**config.mk**
```make
export PLATFORM = sky130hd
export DESIGN_NAME = brick_field
export DESIGN_NICKNAME = d
export VERILOG_FILES = /design/src/rtl/brick_field.sv
export SDC_FILE = /design/constraint.sdc
export NUM_CORES = 1
export LEC_CHECK = 0
export ABC_CLOCK_PERIOD_IN_PS = 3200
export CAP_MARGIN = 25
export CORE_ASPECT_RATIO = 0.8
export CORE_UTILIZATION = 48
export DETAILED_ROUTE_END_ITERATION = 8
export PLACE_DENSITY_LB_ADDON = 0.3
export SLEW_MARGIN = 0
export SYNTH_ARGS = -nofsm -noshare
export SYNTH_HDL_FRONTEND = slang
export SYNTH_SLANG_ARGS = --single-unit
```
**constraint.sdc**
```tcl
create_clock -name clk -period 3.2 [get_ports clk]
set_input_delay 0.48 -clock clk [delete_from_list [all_inputs] [get_ports clk]]
set_output_delay 0.48 -clock clk [all_outputs]
set_load 0.01 [all_outputs]
```
**src/rtl/brick_field.sv**
```systemverilog
// brick_field: renders the brick wall, detects ball/brick contact during the scan,
// retires at most one brick per frame, requests ball bounces and keeps score.
module brick_field #(
   parameter  int COLS     = 8,
   parameter  int ROWS     = 4,
   parameter  int BRICK_W  = 64,
   parameter  int BRICK_H  = 16,
   parameter  int GAP      = 2,
   parameter  int ORIGIN_X = 64,
   parameter  int ORIGIN_Y = 48,
   parameter  int POINTS   = 10,
   localparam int NB       = ROWS * COLS,
   localparam int LW       = $clog2(NB + 1),
   localparam int IW       = (NB > 1) ? $clog2(NB) : 1
) (
   input  logic          clk,
   input  logic          rst_n,
   input  logic [9:0]    CounterX,
   input  logic [8:0]    CounterY,
   input  logic          frame_tick,
   input  logic [9:0]    ball_x,
   input  logic [8:0]    ball_y,
   input  logic          restart,
   output logic          brick_pixel,
   output logic          hit_x,
   output logic          hit_y,
   output logic [15:0]   score,
   output logic [LW-1:0] bricks_left,
   output logic          level_clear
);
   localparam int XS = $clog2(BRICK_W);
   localparam int YS = $clog2(BRICK_H);

   typedef enum logic [1:0] {PLAY, CLEAR, RELOAD} state_t;
   typedef struct packed {
      logic          face;
      logic [IW-1:0] idx;
   } cell_t;

   // face: point lies on the lit face of some grid cell; idx is only meaningful then
   function automatic cell_t locate(input logic [11:0] x, input logic [11:0] y);
      int    dx;
      int    dy;
      cell_t c;
      dx     = int'(x) - ORIGIN_X;
      dy     = int'(y) - ORIGIN_Y;
      c.face = (dx >= 0) && (dx < COLS * BRICK_W) && (dy >= 0) && (dy < ROWS * BRICK_H)
               && ((dx & (BRICK_W - 1)) < (BRICK_W - GAP))
               && ((dy & (BRICK_H - 1)) < (BRICK_H - GAP));
      c.idx  = IW'(((dy >>> YS) * COLS) + (dx >>> XS));
      return c;
   endfunction

   function automatic logic [15:0] sat_add(input logic [15:0] s);
      logic [16:0] t;
      t = {1'b0, s} + 17'(POINTS);
      return t[16] ? 16'hFFFF : t[15:0];
   endfunction

   state_t        state_q, state_d;
   logic [NB-1:0] alive_q, alive_d;
   logic [LW-1:0] left_q, left_d;
   logic [15:0]   score_q, score_d;
   logic          hit_x_q, hit_x_d, hit_y_q, hit_y_d;
   logic          pix_q, pix_d;
   logic          latch_full_q, latch_full_d;
   logic          latch_ax_q, latch_ax_d, latch_ay_q, latch_ay_d;
   logic [IW-1:0] latch_idx_q, latch_idx_d;
   logic          pend_q, pend_d, pend_ax_q, pend_ax_d, pend_ay_q, pend_ay_d;
   logic [IW-1:0] pend_idx_q, pend_idx_d;

   cell_t       cur;
   logic [11:0] cx, cy, bx, by;
   logic        lit_now, m_x, m_y, probe_ok;

   assign cx = {2'b00, CounterX};
   assign cy = {3'b000, CounterY};
   assign bx = {2'b00, ball_x};
   assign by = {3'b000, ball_y};

   always_comb begin
      cur      = locate(cx, cy);
      lit_now  = cur.face && alive_q[cur.idx];
      m_y      = (cx == bx + 12'd8) && ((cy == by) || (cy == by + 12'd16));
      m_x      = (cy == by + 12'd8) && ((cx == bx) || (cx == bx + 12'd16));
      probe_ok = (state_q == PLAY) && lit_now && !frame_tick && (m_x || m_y);
      pix_d    = lit_now;
   end

   // Hit latch: first brick touched this frame wins; repeat touches only add axes
   always_comb begin
      latch_full_d = latch_full_q;
      latch_idx_d  = latch_idx_q;
      latch_ax_d   = latch_ax_q;
      latch_ay_d   = latch_ay_q;
      if (frame_tick || (state_q != PLAY)) begin
         latch_full_d = 1'b0;
         latch_ax_d   = 1'b0;
         latch_ay_d   = 1'b0;
      end else if (probe_ok) begin
         if (!latch_full_q) begin
            latch_full_d = 1'b1;
            latch_idx_d  = cur.idx;
            latch_ax_d   = m_x;
            latch_ay_d   = m_y;
         end else if (latch_idx_q == cur.idx) begin
            latch_ax_d = latch_ax_q | m_x;
            latch_ay_d = latch_ay_q | m_y;
         end
      end
      pend_d     = frame_tick && (state_q == PLAY) && latch_full_q;
      pend_idx_d = latch_idx_q;
      pend_ax_d  = latch_ax_q;
      pend_ay_d  = latch_ay_q;
   end

   // Retirement is applied one cycle after frame_tick so a reset there cancels it
   always_comb begin
      state_d = state_q;
      alive_d = alive_q;
      left_d  = left_q;
      score_d = score_q;
      hit_x_d = 1'b0;
      hit_y_d = 1'b0;
      unique case (state_q)
         PLAY: begin
            if (pend_q) begin
               alive_d[pend_idx_q] = 1'b0;
               left_d              = left_q - LW'(1);
               score_d             = sat_add(score_q);
               hit_x_d             = pend_ax_q;
               hit_y_d             = pend_ay_q;
               if (left_q == LW'(1)) state_d = CLEAR;
            end
         end
         CLEAR: begin
            if (restart) state_d = RELOAD;
         end
         RELOAD: begin
            alive_d = '1;
            left_d  = LW'(NB);
            state_d = PLAY;
         end
         default: state_d = PLAY;
      endcase
   end

   always_ff @(posedge clk) begin
      if (!rst_n) begin
         state_q      <= PLAY;
         alive_q      <= '1;
         left_q       <= LW'(NB);
         score_q      <= '0;
         hit_x_q      <= 1'b0;
         hit_y_q      <= 1'b0;
         pix_q        <= 1'b0;
         latch_full_q <= 1'b0;
         latch_ax_q   <= 1'b0;
         latch_ay_q   <= 1'b0;
         pend_q       <= 1'b0;
         pend_ax_q    <= 1'b0;
         pend_ay_q    <= 1'b0;
      end else begin
         state_q      <= state_d;
         alive_q      <= alive_d;
         left_q       <= left_d;
         score_q      <= score_d;
         hit_x_q      <= hit_x_d;
         hit_y_q      <= hit_y_d;
         pix_q        <= pix_d;
         latch_full_q <= latch_full_d;
         latch_ax_q   <= latch_ax_d;
         latch_ay_q   <= latch_ay_d;
         pend_q       <= pend_d;
         pend_ax_q    <= pend_ax_d;
         pend_ay_q    <= pend_ay_d;
      end
   end

   always_ff @(posedge clk) begin
      latch_idx_q <= latch_idx_d;
      pend_idx_q  <= pend_idx_d;
   end

   assign brick_pixel = pix_q;
   assign hit_x       = hit_x_q;
   assign hit_y       = hit_y_q;
   assign score       = score_q;
   assign bricks_left = left_q;
   assign level_clear = (state_q == CLEAR);

endmodule

```
==> impl_results.rst <==
.. list-table::
   :header-rows: 1

   * - Metric
     - Value
   * - Setup violation total in the final timing report
     - 0
   * - Clock tree buffer depth
     - 2
   * - LEAKAGE
     - ~0.0019 uW
   * - Critical Path Start
     - CounterY[4]
   * - Number of global-route vias before repair
     - 3431
   * - CORE AREA
     - 7980 sq um
   * - EDFF count, synth
     - 5
   * - Ys async rst share
     - 0%
   * - Met1 GRT Util
     - around 32%
   * - Final setup slack of the worst path
     - 0.106 ns
   * - Syn avg cell area
     - a little under 9 sq um
   * - Antenna diode count
     - 0
   * - Peak Freq
     - ~320 MHz
   * - Effective utilization at floorplan
     - 50.0%
   * - Die extent in y
     - around 84 microns
   * - Total global routing overflow
     - 0
   * - Power density relative to cell area
     - around 390 nW/um^2
   * - Worst reg2reg path endpoint
     - score[7]
   * - Count of TritonRoute iterations in the first routing pass
     - 4
   * - Initial antenna violation count
     - 0
   * - Met2 GRT Util
     - 36.8%
   * - Routed length per instance
     - around 15 microns
   * - Number of nets still failing antenna checks after routing
     - 0
   * - Largest stage delay, worst path
     - about 0.52 ns
   * - Post-synthesis net count
     - about 500
   * - Clock Pin Slew Worst Setup and Hold Paths
     - 0.07 ns
   * - Met3 track demand over resource
     - 5.70%
   * - Cell with the largest stage delay on the worst path
     - sky130_fd_sc_hd__or4b_1
   * - Number of failing hold endpoints at the final stage
     - 0
   * - Post-synthesis cell type count
     - between 50 and 60
   * - Die footprint
     - 8690 sq um
   * - Via density
     - 5.46
   * - Global-route usage over all layers
     - 23.4%
   * - Routed via count
     - about 3600
   * - Primary FF master, synth
     - sky130_fd_sc_hd__dfxtp_1
   * - Peak VDD IR
     - about 0.27 mV
   * - First-pass GRT wire length
     - about 17000 microns
   * - Weighted congestion at the end of routability-driven global placement
     - between 0.8 and 0.9
   * - Instance count of the mapped netlist
     - 449
   * - TritonCTS Buffers
     - 9
   * - Crit path launch type
     - input pin
   * - Setup repair after global routing missed its margin
     - false
   * - Overall power
     - 2060 uW
   * - Area growth, synth to finish
     - 31.2%
   * - Cells traversed along the worst timing path
     - clkdlybuf4s50_1, buf_4, ha_1, xnor2_1, xnor2_2, mux4_2, o21ai_2, a31o_4, or4b_1, a21oi_4
   * - Number of max-cap violations
     - 0
   * - Worst setup path end
     - latch_idx_q[3]
   * - Largest fanout of any net on the critical path
     - 5
   * - Fraction of the yosys area taken by sequential cells
     - approximately two fifths
   * - Worst hold path type
     - flip-flop to flip-flop
   * - Top cell type's share of synthesized area
     - 35.1%
   * - Clock Skews
     - 0.0106 ns
   * - Master cell of the clock root buffer
     - sky130_fd_sc_hd__clkbuf_8
   * - Relative max-transition margin
     - 55.8%
   * - Worst Setup End Kind
     - flip-flop
   * - H-tree level count
     - 3
   * - Sinks on Clock Net
     - 75
   * - Synth warnings
     - 0
   * - WP data arrival
     - 3.13 ns
   * - Ratio of cells with drive above 1 in the final layout
     - approximately an eighth
   * - Chip width
     - around 100 microns
   * - Critical setup path kind
     - input pin to flip-flop
   * - I/O Pins
     - slightly below 70
   * - Final period demand of the worst path
     - between 3 and 4 ns
   * - Pin count of the biggest net entering global routing
     - 36
   * - Clk Latency, worst-skew pair
     - between 0.3 and 0.4 ns
   * - Input/output buffers
     - 67
   * - Number of standard-cell rows in the floorplan
     - 29
   * - TritonCTS clock tree
     - yes
   * - DRT iter0 DRCs
     - between 150 and 200
   * - Req. time, crit path
     - approximately 3.2 ns
   * - Residual DRC count
     - 0
   * - Final nets
     - between 500 and 600
   * - Worst Max-Slew Pin Slew
     - 0.656 ns
   * - Cell area after technology mapping
     - roughly 4000 sq um
   * - FF-to-FF setup slack
     - between 0.8 and 0.9 ns
   * - Wire length reported by the detailed router
     - ~9900 microns
   * - Library cell with the largest summed area after synthesis
     - sky130_fd_sc_hd__dfxtp_1
   * - Final number of max-transition violations
     - 0
   * - Post-route fraction of the period consumed by the critical path
     - between 90% and 100%
   * - Worst slack at placement
     - -0.411 ns
   * - Worst reg2reg path depth
     - 8
   * - Most common cell after layout, fill and taps aside
     - sky130_fd_sc_hd__dfxtp_1
   * - Highest-utilization routing layer at the global route stage
     - met2
   * - R2r startpoint
     - pend_q
   * - Run status
     - complete, no violations
   * - Leading cell types by total area after synthesis
     - sky130_fd_sc_hd__dfxtp_1 35%, sky130_fd_sc_hd__xnor2_1 6.1%, sky130_fd_sc_hd__xor2_1 5.5%
   * - Post-synthesis register bit count
     - between 70 and 80
   * - Highest-count cells in the layout ignoring fill and taps
     - 70 x sky130_fd_sc_hd__dfxtp_1, 65 x sky130_fd_sc_hd__clkdlybuf4s50_1, 54 x sky130_fd_sc_hd__nand2_1
   * - HPWL Detailed
     - between 7000 and 8000 microns
==> layout make-up <==
class / count / area [sq um]
clock buffers: 11 / 141
clock inverters: 5 / 83.8
fillers: 635 / 2750
inverters: 12 / 45.0
multi-input cells: 344 / 2340
flip-flops and latches: 75 / 1550
well taps: 108 / 135
repair buffers: 101 / 936
==> cell families (layout without fill, tap and decap cells) <==
logic type                 after synthesis  in the layout  synth area share [%]
AOI/OAI and AO/OA                      100            100                  15.0
xor gates and xnor gates                54             54                  12.0
adders and majority gates               11             11                  3.45
buffers and inverters                   30            129                  3.16
DFF                                     75             75                  38.9
muxes                                   12             12                  5.77
and+or+nand+nor                        167            167                  21.7
==> worst max-delay path: cells and delay by family <==
| kind | cells | cell delay (ns) |
|---|---|---|
| buffers and inverters | 2 | 0.65 |
| AND/OR/NAND/NOR | 1 | 0.52 |
| AO/OA/AOI/OAI | 3 | 0.48 |
| XOR/XNOR | 2 | 0.46 |
| adder cells (fa/ha/maj) | 1 | 0.29 |
| multiplexers | 1 | 0.25 |
==> cell usage after synthesis (2+ instances only) <==
cell	n
sky130_fd_sc_hd__and4_1	3
sky130_fd_sc_hd__or3b_2	3
sky130_fd_sc_hd__a21oi_1	28
sky130_fd_sc_hd__mux2i_1	5
sky130_fd_sc_hd__nor3b_1	2
sky130_fd_sc_hd__xor2_1	25
sky130_fd_sc_hd__o2111ai_1	3
sky130_fd_sc_hd__o21a_1	3
sky130_fd_sc_hd__clkbuf_1	12
sky130_fd_sc_hd__a211o_1	2
sky130_fd_sc_hd__nand3b_1	5
sky130_fd_sc_hd__a31oi_1	8
sky130_fd_sc_hd__nand3_1	18
sky130_fd_sc_hd__nor4_1	5
sky130_fd_sc_hd__dfxtp_1	70
sky130_fd_sc_hd__xnor2_1	28
sky130_fd_sc_hd__nand2_1	54
sky130_fd_sc_hd__or2_2	2
sky130_fd_sc_hd__edfxtp_1	5
sky130_fd_sc_hd__or3_1	4
sky130_fd_sc_hd__a21o_1	2
sky130_fd_sc_hd__ha_1	11
sky130_fd_sc_hd__o31ai_1	2
sky130_fd_sc_hd__buf_2	5
sky130_fd_sc_hd__mux4_1	6
sky130_fd_sc_hd__nor3_1	11
sky130_fd_sc_hd__nor2_1	29
sky130_fd_sc_hd__o211ai_1	3
sky130_fd_sc_hd__o21ai_0	40
sky130_fd_sc_hd__and2_1	5
sky130_fd_sc_hd__inv_1	11
sky130_fd_sc_hd__nand4_1	5
sky130_fd_sc_hd__and3_1	9
==> registers in the layout (all words and copies together), names as in the netlist <==
name	flops
state_q	2
pend_q	1
pend_ax_q	1
bricks_left	6
score	16
hit_y	1
hit_x	1
alive_q	32
latch_full_q	1
brick_pixel	1
latch_idx_q	5
pend_ay_q	1
latch_ay_q	1
pend_idx_q	5
latch_ax_q	1
==> worst min-delay path by stage <==
| stage | start | endpoint | slack [ns] | depth (start not counted) |
|---|---|---|---|---|
| final | latch_idx_q[1] | pend_idx_q[1] | 0.42 | 0 |
| after global routing | latch_idx_q[1] | pend_idx_q[1] | 0.44 | 0 |
| after CTS | latch_idx_q[2] | pend_idx_q[2] | 0.42 | 0 |
| after detailed placement | latch_idx_q[2] | pend_idx_q[2] | 0.39 | 0 |
| after global placement | latch_idx_q[4] | pend_idx_q[4] | 0.40 | 0 |
| after floorplan | latch_idx_q[0] | pend_idx_q[0] | 0.37 | 0 |
==> stage by stage <==
| stage | instances | hold WS, ns | util, % | instance area, sq um | TNS [ns] |
|---|---|---|---|---|---|
| after floorplan | 449 | 0.367 | - | 4010 | 0 |
| after global placement | 640 | 0.401 | 62.6 | 5000 | -1.85 |
| after detailed placement | 640 | 0.387 | 62.6 | 5000 | -2.24 |
| after CTS | 656 | 0.420 | 65.5 | 5230 | 0 |
| after global routing | 656 | 0.437 | 65.6 | 5240 | 0 |
| final | 656 | 0.423 | 65.6 | 5240 | 0 |
==> power breakdown <==
part	internal (uW)	total, uW	switching (uW)	leakage, uW
combinational	155	295	140	0.00121
clock	466	820	355	0.000114
sequential	944	944	0.113	0.000612
==> layer usage <==
metal | share of wire [%] | routed length (microns) | up-vias
met4 | 0.96 | 95 | 0
met3 | 5.6 | 550 | 10
li1 | - | - | 1795
met1 | 50 | 4900 | 1669
met2 | 44 | 4310 | 111
met5 | 0 | 0 | -
==> repair_timing <==
item,4_1_cts,5_1_grt
pin swaps,0,3
resized for setup,3,2
hold buffers,0,0
setup endpoints to repair,5,5
buffers inserted,0,0
Power figures use the tool's default switching activity.
